### src/rtl/traffic_light_controller.sv
`default_nettype none
// ============================================================================
// Module      : traffic_light_controller
// Description : Two-road traffic light Moore FSM paced by a 1 Hz enable tick.
//               Fixed six-phase cycle with main/side greens, shared yellow
//               and all-red clearance durations. Lamps decode from the state
//               register only. Optional pedestrian walk lamp during side
//               green is built only when TRAFFIC_PED_EN is defined.
// Revision    : 1.0 - initial release
// ============================================================================
module traffic_light_controller #(
    parameter int unsigned GREEN_MAIN_S = 10,
    parameter int unsigned GREEN_SIDE_S = 6,
    parameter int unsigned YELLOW_S     = 3,
    parameter int unsigned ALL_RED_S    = 1
) (
    input  logic       clk,
    input  logic       light_reset_n,
    input  logic       Hz1_enable,
    input  logic       ped_request,
    output logic       main_red,
    output logic       main_yellow,
    output logic       main_green,
    output logic       side_red,
    output logic       side_yellow,
    output logic       side_green,
    output logic       walk,
    output logic [2:0] state_out
);

    localparam logic [2:0] c_MAIN_GREEN  = 3'd0;
    localparam logic [2:0] c_MAIN_YELLOW = 3'd1;
    localparam logic [2:0] c_ALL_RED1    = 3'd2;
    localparam logic [2:0] c_SIDE_GREEN  = 3'd3;
    localparam logic [2:0] c_SIDE_YELLOW = 3'd4;
    localparam logic [2:0] c_ALL_RED2    = 3'd5;

    // A zero duration is promoted to one pulse so every phase is visible.
    localparam logic [7:0] c_DUR_MAIN   = (GREEN_MAIN_S == 0) ? 8'd1 : 8'(GREEN_MAIN_S);
    localparam logic [7:0] c_DUR_SIDE   = (GREEN_SIDE_S == 0) ? 8'd1 : 8'(GREEN_SIDE_S);
    localparam logic [7:0] c_DUR_YELLOW = (YELLOW_S     == 0) ? 8'd1 : 8'(YELLOW_S);
    localparam logic [7:0] c_DUR_ALLRED = (ALL_RED_S    == 0) ? 8'd1 : 8'(ALL_RED_S);

    logic [2:0] state_q;
    logic [2:0] state_d;
    logic [7:0] sec_cnt_q;
    logic [7:0] sec_cnt_d;
    logic [7:0] w_dur;
    logic [2:0] w_next;
    logic       w_legal;

    // State and phase counter; reset parks the controller in the final all-red.
    always_ff @(posedge clk or negedge light_reset_n) begin
        if (!light_reset_n) begin
            state_q   <= c_ALL_RED2;
            sec_cnt_q <= 8'd0;
        end else begin
            state_q   <= state_d;
            sec_cnt_q <= sec_cnt_d;
        end
    end

    // Next-state: advance the phase counter on each tick, move on at end of phase.
    always_comb begin
        w_dur     = c_DUR_ALLRED;
        w_next    = c_ALL_RED2;
        w_legal   = 1'b1;
        state_d   = state_q;
        sec_cnt_d = sec_cnt_q;
        case (state_q)
            c_MAIN_GREEN:  begin w_dur = c_DUR_MAIN;   w_next = c_MAIN_YELLOW; end
            c_MAIN_YELLOW: begin w_dur = c_DUR_YELLOW; w_next = c_ALL_RED1;    end
            c_ALL_RED1:    begin w_dur = c_DUR_ALLRED; w_next = c_SIDE_GREEN;  end
            c_SIDE_GREEN:  begin w_dur = c_DUR_SIDE;   w_next = c_SIDE_YELLOW; end
            c_SIDE_YELLOW: begin w_dur = c_DUR_YELLOW; w_next = c_ALL_RED2;    end
            c_ALL_RED2:    begin w_dur = c_DUR_ALLRED; w_next = c_MAIN_GREEN;  end
            default:       w_legal = 1'b0;
        endcase
        if (!w_legal) begin
            // Corrupted state recovers through a safe all-red phase.
            state_d   = c_ALL_RED2;
            sec_cnt_d = 8'd0;
        end else if (Hz1_enable) begin
            if (sec_cnt_q == (w_dur - 8'd1)) begin
                state_d   = w_next;
                sec_cnt_d = 8'd0;
            end else begin
                sec_cnt_d = sec_cnt_q + 8'd1;
            end
        end
    end

`ifdef TRAFFIC_PED_EN
    logic ped_pending_q;
    logic walk_active_q;
    logic w_enter_side;
    logic w_exit_side;

    assign w_enter_side = (state_q != c_SIDE_GREEN) && (state_d == c_SIDE_GREEN);
    assign w_exit_side  = (state_q == c_SIDE_GREEN) && (state_d != c_SIDE_GREEN);

    // Pedestrian request latch; consumed when side green begins.
    always_ff @(posedge clk or negedge light_reset_n) begin
        if (!light_reset_n) begin
            ped_pending_q <= 1'b0;
            walk_active_q <= 1'b0;
        end else begin
            if (w_enter_side) begin
                walk_active_q <= ped_pending_q | ped_request;
                ped_pending_q <= 1'b0;
            end else begin
                if (ped_request) begin
                    ped_pending_q <= 1'b1;
                end
                if (w_exit_side) begin
                    walk_active_q <= 1'b0;
                end
            end
        end
    end
`else
    logic w_unused_ped;
    assign w_unused_ped = ped_request;
`endif

    // Lamp decode from registered state: exactly one lamp per road.
    always_comb begin
        main_red    = 1'b1;
        main_yellow = 1'b0;
        main_green  = 1'b0;
        side_red    = 1'b1;
        side_yellow = 1'b0;
        side_green  = 1'b0;
        state_out   = state_q;
        case (state_q)
            c_MAIN_GREEN:  begin main_red = 1'b0; main_green  = 1'b1; end
            c_MAIN_YELLOW: begin main_red = 1'b0; main_yellow = 1'b1; end
            c_SIDE_GREEN:  begin side_red = 1'b0; side_green  = 1'b1; end
            c_SIDE_YELLOW: begin side_red = 1'b0; side_yellow = 1'b1; end
            default:       ;
        endcase
`ifdef TRAFFIC_PED_EN
        walk = walk_active_q & (state_q == c_SIDE_GREEN);
`else
        walk = 1'b0;
`endif
    end

endmodule
`default_nettype wire

### config.mk
export PLATFORM = sky130hd
export DESIGN_NAME = traffic_light_controller
export DESIGN_NICKNAME = d
export VERILOG_FILES = /design/src/rtl/traffic_light_controller.sv
export SDC_FILE = /design/constraint.sdc
export NUM_CORES = 1
export LEC_CHECK = 0
export BUFFER_PORTS_ARGS = -buffer_cell sky130_fd_sc_hd__buf_2
export CAP_MARGIN = 30
export CORE_MARGIN = 2
export CORE_UTILIZATION = 48
export DETAILED_ROUTE_END_ITERATION = 8
export PLACE_DENSITY = 0.79
export SLEW_MARGIN = 20
export SYNTH_ARGS = -nofsm -noshare
export SYNTH_HDL_FRONTEND = slang
export SYNTH_SLANG_ARGS = --single-unit
### constraint.sdc
create_clock -name clk -period 1.9 [get_ports clk]
set_clock_uncertainty 0.2 [all_clocks]
set_input_delay 0.19 -clock clk [delete_from_list [all_inputs] [get_ports clk]]
set_output_delay 0.19 -clock clk [all_outputs]
set_load 0.01 [all_outputs]
[Word level (Yosys, flattened, before mapping)]
Index checks and enable logic that the tools add are counted.
Widths: inputs -> output; s select.
Storage, ports and cells
  bits in registers: 11
  logic and storage cells: 33
  output and inout bits: 10
  bits of input ports: 4
Operators by class
  multiplexer cells: 15
  add/subtract/negate cells: 2
  equality and inequality tests: 8
  reductions and logical operators: 6
Operator list (number)
  $mux 8: 3
  $pmux 3 s5: 1
  $pmux 4 s3: 1
  $mux 3: 3
  $add 8x1->8 const B: 1
  $eq 8x8->1: 1
  $sub 8x1->8 const B: 1
  $mux 1: 7
  $eq 3x2->1 const B: 2
  $eq 3x3->1 const B: 2
  $reduce_or 2->1: 3
  $reduce_or 6->1: 1
  $eq 3x1->1 const B: 1
  $logic_not 3->1: 1
  $ne 2x1->1 const B: 1
  $ne 2x2->1 const B: 1
  $reduce_and 2->1: 1

[Depth between registers and ports, before layout]
Gate-level depths: netlist of run 1.
  depth after elaboration: 8
  gate-level depth with buffers: 5
  depth with buffers taken out: 5

[Worst setup path after synthesis of run 1]
OpenSTA, ideal clock, no wires.
  path kind: register -> register
  from: register state_q[1] (netlist: state_out[1])
  to: register with a tool-made name
  setup slack: -0.188 ns
  setup time: 0.082 ns
  data arrival time: 1.805 ns
  required time: 1.618 ns
  stages on the path, launching flop included: 5
  path buffers: 0
  clock period less this slack: 2.088 ns
  cells stage by stage: dfrtp_1 or4b_1 a21o_1 a221o_2 mux2_4
RTL lines
  start, declared: RTL line 44  | logic [2:0] state_q;
  start signal, assigned: RTL line 55  | state_q <= c_ALL_RED2;
  start signal, assigned: RTL line 58  | state_q <= state_d;

==> impl_metrics.yaml, run 1 <==
finish:
  antenna_cells_inserted: 0
  area_growth_syn_to_layout_pct: 45.1
  fin_cells: 140
  fillerInstances: 111
  multi_input_area_sq_um: 515
  fraction_of_final_layout_cells_sized_beyond_drive_strength_1_pct: 46.0
  final-seq-area_sq_um: 279
  fin_nets: 130
  finish.instance_area_sq_um: 1110
sta:
  fin_ws_ns: -0.146
  final-hold-violation-count: 0
  max_clock_freq_mhz: 489
  rsz0062_at_grt: "true"
  final_setup_tns_ns: -1.15
  report.final.slew_viol_count: 0
  period_utilisation_layout_pct: 108
  timing.final.crit_period_ns: 2.05
  setup_viol: 12
synth:
  mappedNetlistNets: 94
  yosys.area.top_type_share_pct: 29.4
  synth.cell_area_sq_um: 766
  postSynthAreaPerCell_sq_um: 8.60
  post_synth_inst_count: 89
  synth_most_common_cell: "sky130_fd_sc_hd__dfrtp_1"
  cell_type_with_the_highest_aggregate_area_in_the_netlist: "sky130_fd_sc_hd__dfrtp_1"
  ys.flop_type: "sky130_fd_sc_hd__dfrtp_1"
  yosys-top-cells-count: "sky130_fd_sc_hd__dfrtp_1 (9), sky130_fd_sc_hd__nor3_1 (8), sky130_fd_sc_hd__nor2_1 (7)"
  netlist-cell-type-count: 37
  synth_seq_cells: 11
  synth_sequential_area_ratio_pct: 36.3
  post_synth_main_area_contributors: "sky130_fd_sc_hd__dfrtp_1 (29%), sky130_fd_sc_hd__dfstp_2 (6.9%), sky130_fd_sc_hd__xnor2_1 (5.7%), sky130_fd_sc_hd__nor3_1 (5.2%), sky130_fd_sc_hd__nor2_1 (3.4%)"
  synth-edff-count: 0
  ys.warnings.count: 0
  ys_async_sr_fraction_pct: 100
die:
  floorplan.initialDensity_pct: 50.8
  design.die.area_sq_um: 1930
  placement_rows: 14
  horiz_die_dim_microns: 43.9
  die_y_microns: 43.9
  pin_count: 14
  placeableCoreArea_sq_um: 1510
power_and_ir_drop:
  clockPowerShare_pct: 9.6
  total_power_of_the_final_layout_mw: 1.76
  power_density_nw_per_um2: 1580
  share_seq_of_total_power_pct: 24.6
  p_int_mw: 1.00
  p_sw_mw: 0.756
  combinationalPowerShare_pct: 65.8
  power_leakage_nw: 0.493
  power_switching_share_pct: 43.0
  max_ir_drop_vdd_uv: 894
detailed_routing:
  drt_iter0_drc: 6
  route.detailed.drc: 0
  vias: 801
  vias_per_cell: 5.72
  detail-route-antenna-nets: 0
  drt-total-wl_microns: 2070
  post_drt_wl_per_cell_microns: 14.8
  detailedRoute.firstPassIterationCount: 5
worst_setup_path:
  worstSetupStartpointType: "flop"
  crit_path_buf_inv_count: 0
  timing.critical_path.slowest_cell_delay_ns: 0.49
  rr_startpoint: "state_out[1]"
  crit_family: "compound AO/OA/AOI/OAI gates"
  critPathKind: "reg -> reg"
  cp.required_ns: 1.91
  setup.reg_to_reg.worst_slack_ns: -0.15
  worst_setup_path_end_kind: "flop"
  reg2regPathDepth: 4
  worstPathMaxFanout: 3
  crit_path_start: "state_out[1]"
  critPathSlowestCell: "sky130_fd_sc_hd__or4b_1"
  crit_chain: "or4b_1, a21o_1, a221o_2, mux2_4"
  worstSetupPathDepth: 4
  arrival_ns: 2.06
place:
  portBuffers: 11
  finalWeightedCongestion: 0.832
  post-dp-hpwl_microns: 1470
  detailed_place.area_sq_um: 987
  dp.cells: 133
  place_worst_setup_slack_ns: -0.167
global_route:
  met3_usage_pct: 3.75
  track_usage_pct: 23.5
  grt_antenna_before_repair: 0
  grt_max_degree: 12
  grtUsageMet1_pct: 26.1
  grt_overflow_total: 0
  gr-usage-met2_pct: 43.5
  grt-busiest-layer: "met2"
  first_pass_grt_wire_length_microns: 3330
  grt_pass1_vias: 791
cts:
  cts.sinks: 11
  root_buffer: "sky130_fd_sc_hd__clkbuf_4"
  cts-buffers-inserted: 3
  insertion_delay_to_the_later_sink_of_the_worst_skew_pair_ns: 0.28
  max-clock-path-buffers: 2
  clk_pin_slew_ns: 0.07
  clock_tree.htree_level_count: 1
  tritoncts: "yes"
hold_path:
  worstHoldPathType: "in -> async"
outcome:
  violations: "setup timing"
  run_status: "complete, but fails checks"
job:
  maxCapViolCount: 0
## timing repair
item,CTS,global route
hold buffers,2,0
buffers inserted,1,0
hold endpoints to repair,12,0
pin swaps,9,3
gates resized for setup,9,9
gates cloned,0,0
endpoints found under the setup margin,13,13
## cell usage in the layout, fill, tap and decap left out, types with 2 or more instances in the layout
master                          netlist  routed
sky130_fd_sc_hd__buf_4                1      23
sky130_fd_sc_hd__buf_2                1      11
sky130_fd_sc_hd__dfrtp_1              9       8
sky130_fd_sc_hd__nand2_1              6       6
sky130_fd_sc_hd__nor2_1               7       5
sky130_fd_sc_hd__xnor2_1              5       5
sky130_fd_sc_hd__nor3_2               0       5
sky130_fd_sc_hd__nand3_1              4       4
sky130_fd_sc_hd__nor4_1               4       4
sky130_fd_sc_hd__inv_1                3       3
sky130_fd_sc_hd__nand3b_1             3       3
sky130_fd_sc_hd__clkbuf_4             0       3
sky130_fd_sc_hd__nor2_2               0       2
sky130_fd_sc_hd__and2_1               2       2
sky130_fd_sc_hd__nand2b_1             2       2
sky130_fd_sc_hd__a21o_1               2       2
sky130_fd_sc_hd__a221oi_2             1       2
sky130_fd_sc_hd__o21ai_1              0       2
sky130_fd_sc_hd__a21oi_1              2       2
sky130_fd_sc_hd__nand4_1              2       2
sky130_fd_sc_hd__mux2i_1              2       2
sky130_fd_sc_hd__nor3_1               8       2
sky130_fd_sc_hd__dfstp_2              2       2
sky130_fd_sc_hd__dlygate4sd3_1        0       2
## routing by layer
| metal | up-vias | wire length [microns] |
|---|---|---|
| li1 | 389 | - |
| met1 | 390 | 858 |
| met2 | 16 | 1110 |
| met3 | 6 | 49 |
| met4 | 0 | 49 |
| met5 | - | 0 |
## sequential cells by signal (all words and copies together), names as in the netlist, named ones only
name	count
sec_cnt_q	8
state_out	2
## power by group through the flow
stage	clock [mW]	combinational, mW	sequential [mW]
CTS	0.170	1.08	0.421
detailed placement	0	0.996	0.425
global route	0.179	1.25	0.447
floorplan	0	0.483	0.464
global placement	0	0.951	0.419
finish	0.169	1.16	0.432
## cell families after synthesis
kind of cell	Yosys count	synth area share, %
AO/OA/AOI/OAI	14	13.2
XOR/XNOR	6	6.86
adder cells (fa/ha/maj)	1	1.63
buffers and inverters	9	5.06
flip-flops	11	36.3
multiplexers	3	4.57
other	1	0.490
AND/OR/NAND/NOR	44	31.9
## per-stage QoR
| step | utilization, % | hold WS (ns) |
|---|---|---|
| 5_1_grt | 73.8 | 0.142 |
| 6_report | 73.8 | 0.104 |
| 3_5_place_dp | 65.5 | -0.129 |
| 3_3_place_gp | 65.5 | -0.132 |
| 4_1_cts | 71.3 | 0.109 |
| 2_1_floorplan | - | -0.306 |
## worst min path at each step
| stage | startpoint | endpoint | slack, ns | cells after the start |
|---|---|---|---|---|
| 2_1_floorplan | light_reset_n | sec_cnt_q[0] | -0.31 | 0 |
| 3_3_place_gp | light_reset_n | sec_cnt_q[4] | -0.13 | 1 |
| 3_5_place_dp | light_reset_n | sec_cnt_q[4] | -0.13 | 1 |
| 4_1_cts | light_reset_n | sec_cnt_q[4] | 0.11 | 2 |
| 5_1_grt | light_reset_n | sec_cnt_q[2] | 0.14 | 2 |
| 6_report | light_reset_n | sec_cnt_q[4] | 0.10 | 2 |
## area by class of cell
cell class / count / area share, %
well taps: 16 / 1.80
clock buffers: 4 / 2.36
inverters: 3 / 1.01
flip-flops and latches: 11 / 25.1
multi-input cells: 69 / 46.4
repair buffers: 37 / 23.3
Note: power is estimated with default switching activity, not from simulation.
==> run 2, diff against run 1 <==
--- a/config.mk
+++ b/config.mk
@@ -5,12 +5,13 @@
 export SDC_FILE = /design/constraint.sdc
 export NUM_CORES = 1
 export LEC_CHECK = 0
+export ABC_AREA = 1
 export BUFFER_PORTS_ARGS = -buffer_cell sky130_fd_sc_hd__buf_2
 export CAP_MARGIN = 30
 export CORE_MARGIN = 2
-export CORE_UTILIZATION = 48
+export CORE_UTILIZATION = 47
 export DETAILED_ROUTE_END_ITERATION = 8
-export PLACE_DENSITY = 0.79
+export PLACE_DENSITY = 0.78
 export SLEW_MARGIN = 20
 export SYNTH_ARGS = -nofsm -noshare
 export SYNTH_HDL_FRONTEND = slang
==> impl_metrics.yaml, run 2 <==
synth:
  mappedNetlistNets: 110
  postSynthAreaPerCell_sq_um: 7.13
  synth-edff-count: 0
  yosys.area.top_type_share_pct: 30.1
  cell_type_with_the_highest_aggregate_area_in_the_netlist: "sky130_fd_sc_hd__dfrtp_1"
  yosys-top-cells-count: "sky130_fd_sc_hd__nand2_1 (27), sky130_fd_sc_hd__inv_1 (14), sky130_fd_sc_hd__nand3_1 (10)"
  ys_async_sr_fraction_pct: 100
  post_synth_inst_count: 105
  ys.flop_type: "sky130_fd_sc_hd__dfrtp_1"
  post_synth_main_area_contributors: "sky130_fd_sc_hd__dfrtp_1 (30%), sky130_fd_sc_hd__nand2_1 (14%), sky130_fd_sc_hd__dfstp_2 (7.0%), sky130_fd_sc_hd__inv_1 (7.0%), sky130_fd_sc_hd__nand3_1 (6.7%)"
  synth_seq_cells: 11
  netlist-cell-type-count: 25
  ys.warnings.count: 0
  synth_most_common_cell: "sky130_fd_sc_hd__nand2_1"
  synth.cell_area_sq_um: 748
  synth_sequential_area_ratio_pct: 37.1
worst_setup_path:
  crit_path_start: "state_out[0]"
  worstPathMaxFanout: 6
  critPathKind: "reg -> reg"
  worst_path_most_repeated_cell: "sky130_fd_sc_hd__nand2_1"
  cp.required_ns: 1.86
  worst_setup_path_end_kind: "flop"
  timing.critical_path.slowest_cell_delay_ns: 0.60
  setup.reg_to_reg.worst_slack_ns: 0.09
  crit_chain: "buf_12, nor2_4, inv_1, nand2_1, nand2_1, nand2_1, nand2_1, nand3_2, nand2_4, buf_4, a21oi_1"
  arrival_ns: 1.76
  timing.rr.end: "sec_cnt_q[4]"
  worstSetupStartpointType: "flop"
  reg2regPathDepth: 11
  rr_startpoint: "state_out[0]"
  critPathSlowestCell: "sky130_fd_sc_hd__dfstp_2"
outcome:
  run_status: "complete, no violations"
die:
  design.die.area_sq_um: 1930
  pin_count: 14
  floorplan.initialDensity_pct: 49.7
  horiz_die_dim_microns: 43.9
  placeableCoreArea_sq_um: 1510
  placement_rows: 14
  die_y_microns: 43.9
finish:
  antenna_cells_inserted: 0
  mostFrequentLayoutCells: "sky130_fd_sc_hd__nand2_1 (27), sky130_fd_sc_hd__inv_1 (14), sky130_fd_sc_hd__buf_2 (11)"
  largest_register_ffs: 8
  area_growth_syn_to_layout_pct: 18.4
  multi_input_area_sq_um: 387
  final-seq-area_sq_um: 279
  fin_cells: 138
  finish.instance_area_sq_um: 886
  fillerInstances: 167
  largest_register: "sec_cnt_q"
  fraction_of_final_layout_cells_sized_beyond_drive_strength_1_pct: 26.2
  final_common_cell: "sky130_fd_sc_hd__nand2_1"
  fin_nets: 128
cts:
  cts-buffers-inserted: 3
  insertion_delay_to_the_later_sink_of_the_worst_skew_pair_ns: 0.28
  tritoncts: "yes"
  clk_pin_slew_ns: 0.08
  cts.sinks: 11
  max-clock-path-buffers: 2
  clock_tree.htree_level_count: 1
  root_buffer: "sky130_fd_sc_hd__clkbuf_4"
global_route:
  first_pass_grt_wire_length_microns: 2570
  grt_max_degree: 12
  grt_overflow_total: 0
  grt_pass1_vias: 622
  track_usage_pct: 18.2
  grt_antenna_before_repair: 0
detailed_routing:
  drt_iter0_drc: 14
  detail-route-antenna-nets: 0
  post_drt_wl_per_cell_microns: 10.9
  drt-total-wl_microns: 1510
  vias: 699
  detailedRoute.firstPassIterationCount: 4
  route.detailed.drc: 0
  vias_per_cell: 5.07
sta:
  max_clock_freq_mhz: 553
  period_utilisation_layout_pct: 95.2
  final-hold-violation-count: 0
  setup_viol: 0
  report.final.slew_viol_count: 0
  timing.final.crit_period_ns: 1.81
place:
  finalWeightedCongestion: 0.809
  detailed_place.area_sq_um: 801
  portBuffers: 11
  post-dp-hpwl_microns: 1090
  dp.cells: 129
power_and_ir_drop:
  max_ir_drop_vdd_uv: 581
  total_power_of_the_final_layout_mw: 1.27
  power_leakage_nw: 0.483
  power_density_nw_per_um2: 1440
hold_path:
  worstHoldPathType: "in -> async"
job:
  maxCapViolCount: 0
[run 2: cell types whose count changed after synthesis, sizes merged, moves of 3 or more]
cell,change
inv,+14
nor2,+3
nand2,+24
clkbuf,-3
xor2,+3
nor4,-4
xnor2,-5
nand3b,-3
nand3,+7
nor3,-5
[run 2: power by group]
part | switching [mW] | internal, mW
sequential | 0.110 | 0.335
combinational | 0.371 | 0.288
clock | 0.0872 | 0.0814
[run 2: logic make-up (layout without fill, tap and decap cells)]
family	after synthesis	in the layout	synth area share (%)
other	1	1	0.501
flip-flops	11	11	37.1
AO/OA/AOI/OAI	10	10	7.69
AND/OR/NAND/NOR	58	58	36.8
XOR/XNOR	4	4	4.68
adder cells (fa/ha/maj)	1	1	1.67
buffers and inverters	20	37	11.5
[run 2: cell type report]
type | count | share of cell area [%]
well taps | 16 | 2.26
multi-input cells | 74 | 43.6
repair buffers | 16 | 12.4
flip-flops and latches | 11 | 31.5
inverters | 17 | 7.20
clock buffers | 4 | 2.97
[run 2: through the flow]
stage          hold slack (ns)  setup TNS (ns)  utilization (%)  setup slack, ns
2_1_floorplan           -0.306               0                -           0.0750
3_3_place_gp            -0.126               0             53.2            0.117
3_5_place_dp            -0.120               0             53.2           0.0563
4_1_cts                  0.122               0             56.2           0.0487
5_1_grt                  0.148        -0.00965             58.8         -0.00874
6_report                 0.113               0             58.8           0.0909
[run 2: repair_timing]
item	CTS	global route
setup endpoints to repair	0	5
resized for setup	0	2
setup buffers	0	3
hold endpoints to repair	12	0
hold buffers	2	0
[run 2: worst max path at each step]
stage | to | slack (ns)
2_1_floorplan | sec_cnt_q[2] | 0.08
3_3_place_gp | sec_cnt_q[3] | 0.12
3_5_place_dp | sec_cnt_q[3] | 0.06
4_1_cts | sec_cnt_q[3] | 0.05
5_1_grt | sec_cnt_q[4] | -0.009
6_report | sec_cnt_q[4] | 0.09
[run 2: worst max-delay path, delay by kind of cell, from the launching register on]
| kind | cells | cell delay, ns |
|---|---|---|
| simple gates | 7 | 0.47 |
| flops | 1 | 0.60 |
| buf+inv | 3 | 0.35 |
| compound gates | 1 | 0.07 |
[run 2: metal layers]
layer	part of all wire [%]	up-vias	GRT usage [%]
met2	46	18	31.8
met3	4.7	2	2.50
li1	-	363	-
met5	0	-	0
met1	47	316	21.7
met4	1.4	0	9.09
==> run 3, diff against run 2 <==
--- a/config.mk
+++ b/config.mk
@@ -8,10 +8,10 @@
 export ABC_AREA = 1
 export BUFFER_PORTS_ARGS = -buffer_cell sky130_fd_sc_hd__buf_2
 export CAP_MARGIN = 30
-export CORE_MARGIN = 2
-export CORE_UTILIZATION = 47
+export CORE_MARGIN = 4
+export CORE_UTILIZATION = 56
 export DETAILED_ROUTE_END_ITERATION = 8
-export PLACE_DENSITY = 0.78
+export PLACE_DENSITY = 0.86
 export SLEW_MARGIN = 20
 export SYNTH_ARGS = -nofsm -noshare
 export SYNTH_HDL_FRONTEND = slang
==> constraint.sdc (replaced) <==
create_clock -name clk -period 2.29 [get_ports clk]
set_clock_uncertainty 0.2 [all_clocks]
set_input_delay 0.229 -clock clk [delete_from_list [all_inputs] [get_ports clk]]
set_output_delay 0.229 -clock clk [all_outputs]
set_load 0.01 [all_outputs]
==> impl_metrics.yaml, run 3 (synthesis gave the netlist of run 2 again) <==
place:
  portBuffers: 11
  post-dp-hpwl_microns: 1150
  detailed_place.area_sq_um: 798
  finalWeightedCongestion: 0.806
  dp.cells: 127
hold_path:
  hp-start: "Hz1_enable"
  min_delay_path_depth: 3
  worstHoldPathType: "in -> reg"
  min_to: "sec_cnt_q[1]"
die:
  horiz_die_dim_microns: 44.6
  pin_count: 14
  floorplan.initialDensity_pct: 63.1
  placement_rows: 12
  placeableCoreArea_sq_um: 1190
  die_y_microns: 44.6
  design.die.area_sq_um: 1980
cts:
  post-cts-setup-buffers: 0
  clk_pin_slew_ns: 0.07
  root_buffer: "sky130_fd_sc_hd__clkbuf_4"
  insertion_delay_to_the_later_sink_of_the_worst_skew_pair_ns: 0.26
  clock_tree.htree_level_count: 1
  cts.sinks: 11
  max-clock-path-buffers: 2
  tritoncts: "yes"
  cts-buffers-inserted: 3
sta:
  timing.final.crit_period_ns: 1.88
  setup_viol: 0
  report.final.slew_viol_count: 0
  period_utilisation_layout_pct: 82.3
  final_setup_tns_ns: 0
  rsz0062_at_grt: "false"
  final-hold-violation-count: 0
  max_clock_freq_mhz: 531
  fin_worst_hold_slack_ns: 0.0528
detailed_routing:
  detailedRoute.firstPassIterationCount: 4
  post_drt_wl_per_cell_microns: 11.7
  drt_iter0_drc: 6
  vias: 695
  vias_per_cell: 5.27
  route.detailed.drc: 0
  drt-total-wl_microns: 1550
  detail-route-antenna-nets: 0
worst_setup_path:
  cp.required_ns: 2.28
  rr_startpoint: "state_out[0]"
  setup.reg_to_reg.worst_slack_ns: 0.41
  arrival_ns: 1.87
  timing.rr.end: "state_out[0]"
  worstPathMaxFanout: 9
  reg2regPathDepth: 10
  worst_setup_path_end_kind: "flop"
  worstSetupStartpointType: "flop"
  critPathKind: "reg -> reg"
finish:
  finish.instance_area_sq_um: 835
  largest_register_ffs: 8
  area_growth_syn_to_layout_pct: 11.5
  fin_cells: 132
  fraction_of_final_layout_cells_sized_beyond_drive_strength_1_pct: 22.9
  largest_register: "sec_cnt_q"
  final_common_cell: "sky130_fd_sc_hd__nand2_1"
  antenna_cells_inserted: 0
  mostFrequentLayoutCells: "sky130_fd_sc_hd__nand2_1 (27), sky130_fd_sc_hd__inv_1 (14), sky130_fd_sc_hd__buf_2 (11)"
  fin_nets: 124
global_route:
  gr-usage-met2_pct: 30.1
  grt_antenna_before_repair: 0
  grt_overflow_total: 0
  grt-busiest-layer: "met2"
  met3_usage_pct: 4.88
  grtUsageMet1_pct: 23.5
  grt_pass1_vias: 614
  grt_max_degree: 12
  track_usage_pct: 17.9
  first_pass_grt_wire_length_microns: 2650
job:
  maxCapViolCount: 0
power_and_ir_drop:
  power_density_nw_per_um2: 1200
  power_leakage_nw: 0.462
  total_power_of_the_final_layout_mw: 0.997
  max_ir_drop_vdd_uv: 659
outcome:
  run_status: "complete, no violations"
[run 3: layer usage]
layer | routed length, microns | vias up
met5 | 0 | -
li1 | - | 357
met2 | 760 | 16
met4 | 0 | 0
met1 | 720 | 322
met3 | 70 | 0
[run 3: final cells by class]
type	instances	area (sq um)
inverters	17	63.8
flip-flops and latches	11	278
fillers	102	352
well taps	14	17.5
repair buffers	12	65.1
multi-input cells	74	384
clock buffers	4	26.3
[run 3: timing repair]
| item | CTS | global route |
|---|---|---|
| gates resized for setup | 0 | 0 |
| hold endpoints to repair | 11 | 0 |
| hold buffers | 1 | 0 |
[run 3: per-stage QoR]
step	worst slack, ns	utilization (%)
after floorplan	0.465	-
after global placement	0.516	67.3
after detailed placement	0.467	67.3
after CTS	0.417	70.4
after global routing	0.305	70.4
final	0.406	70.4
[run 3: critical path: stages (launching register included)]
cell	delay (ns)
sky130_fd_sc_hd__dfstp_2	0.63
sky130_fd_sc_hd__nand2_1	0.12
sky130_fd_sc_hd__nor2_1	0.17
sky130_fd_sc_hd__nand2_1	0.08
sky130_fd_sc_hd__nand3_1	0.07
sky130_fd_sc_hd__nor2_1	0.05
sky130_fd_sc_hd__nand3_2	0.08
sky130_fd_sc_hd__nand2_4	0.09
sky130_fd_sc_hd__nand2_2	0.13
sky130_fd_sc_hd__nand2_1	0.08
sky130_fd_sc_hd__o21ai_1	0.10
[run 3: power breakdown]
part,internal (mW),switching (mW),total [mW]
Sequential,0.277,0.0995,0.376
Combinational,0.190,0.300,0.490
Clock,0.0673,0.0639,0.131
Total,0.534,0.464,0.997
[run 3: worst max-delay path by stage]
stage	slack [ns]	from	end	cells past startpoint
2_1_floorplan	0.47	state_out[0]	sec_cnt_q[2]	11
3_3_place_gp	0.52	state_out[0]	sec_cnt_q[3]	10
4_1_cts	0.42	state_out[0]	state_out[0]	10
3_5_place_dp	0.47	state_out[0]	sec_cnt_q[3]	10
6_report	0.41	state_out[0]	state_out[0]	10
5_1_grt	0.30	state_out[0]	state_out[0]	10
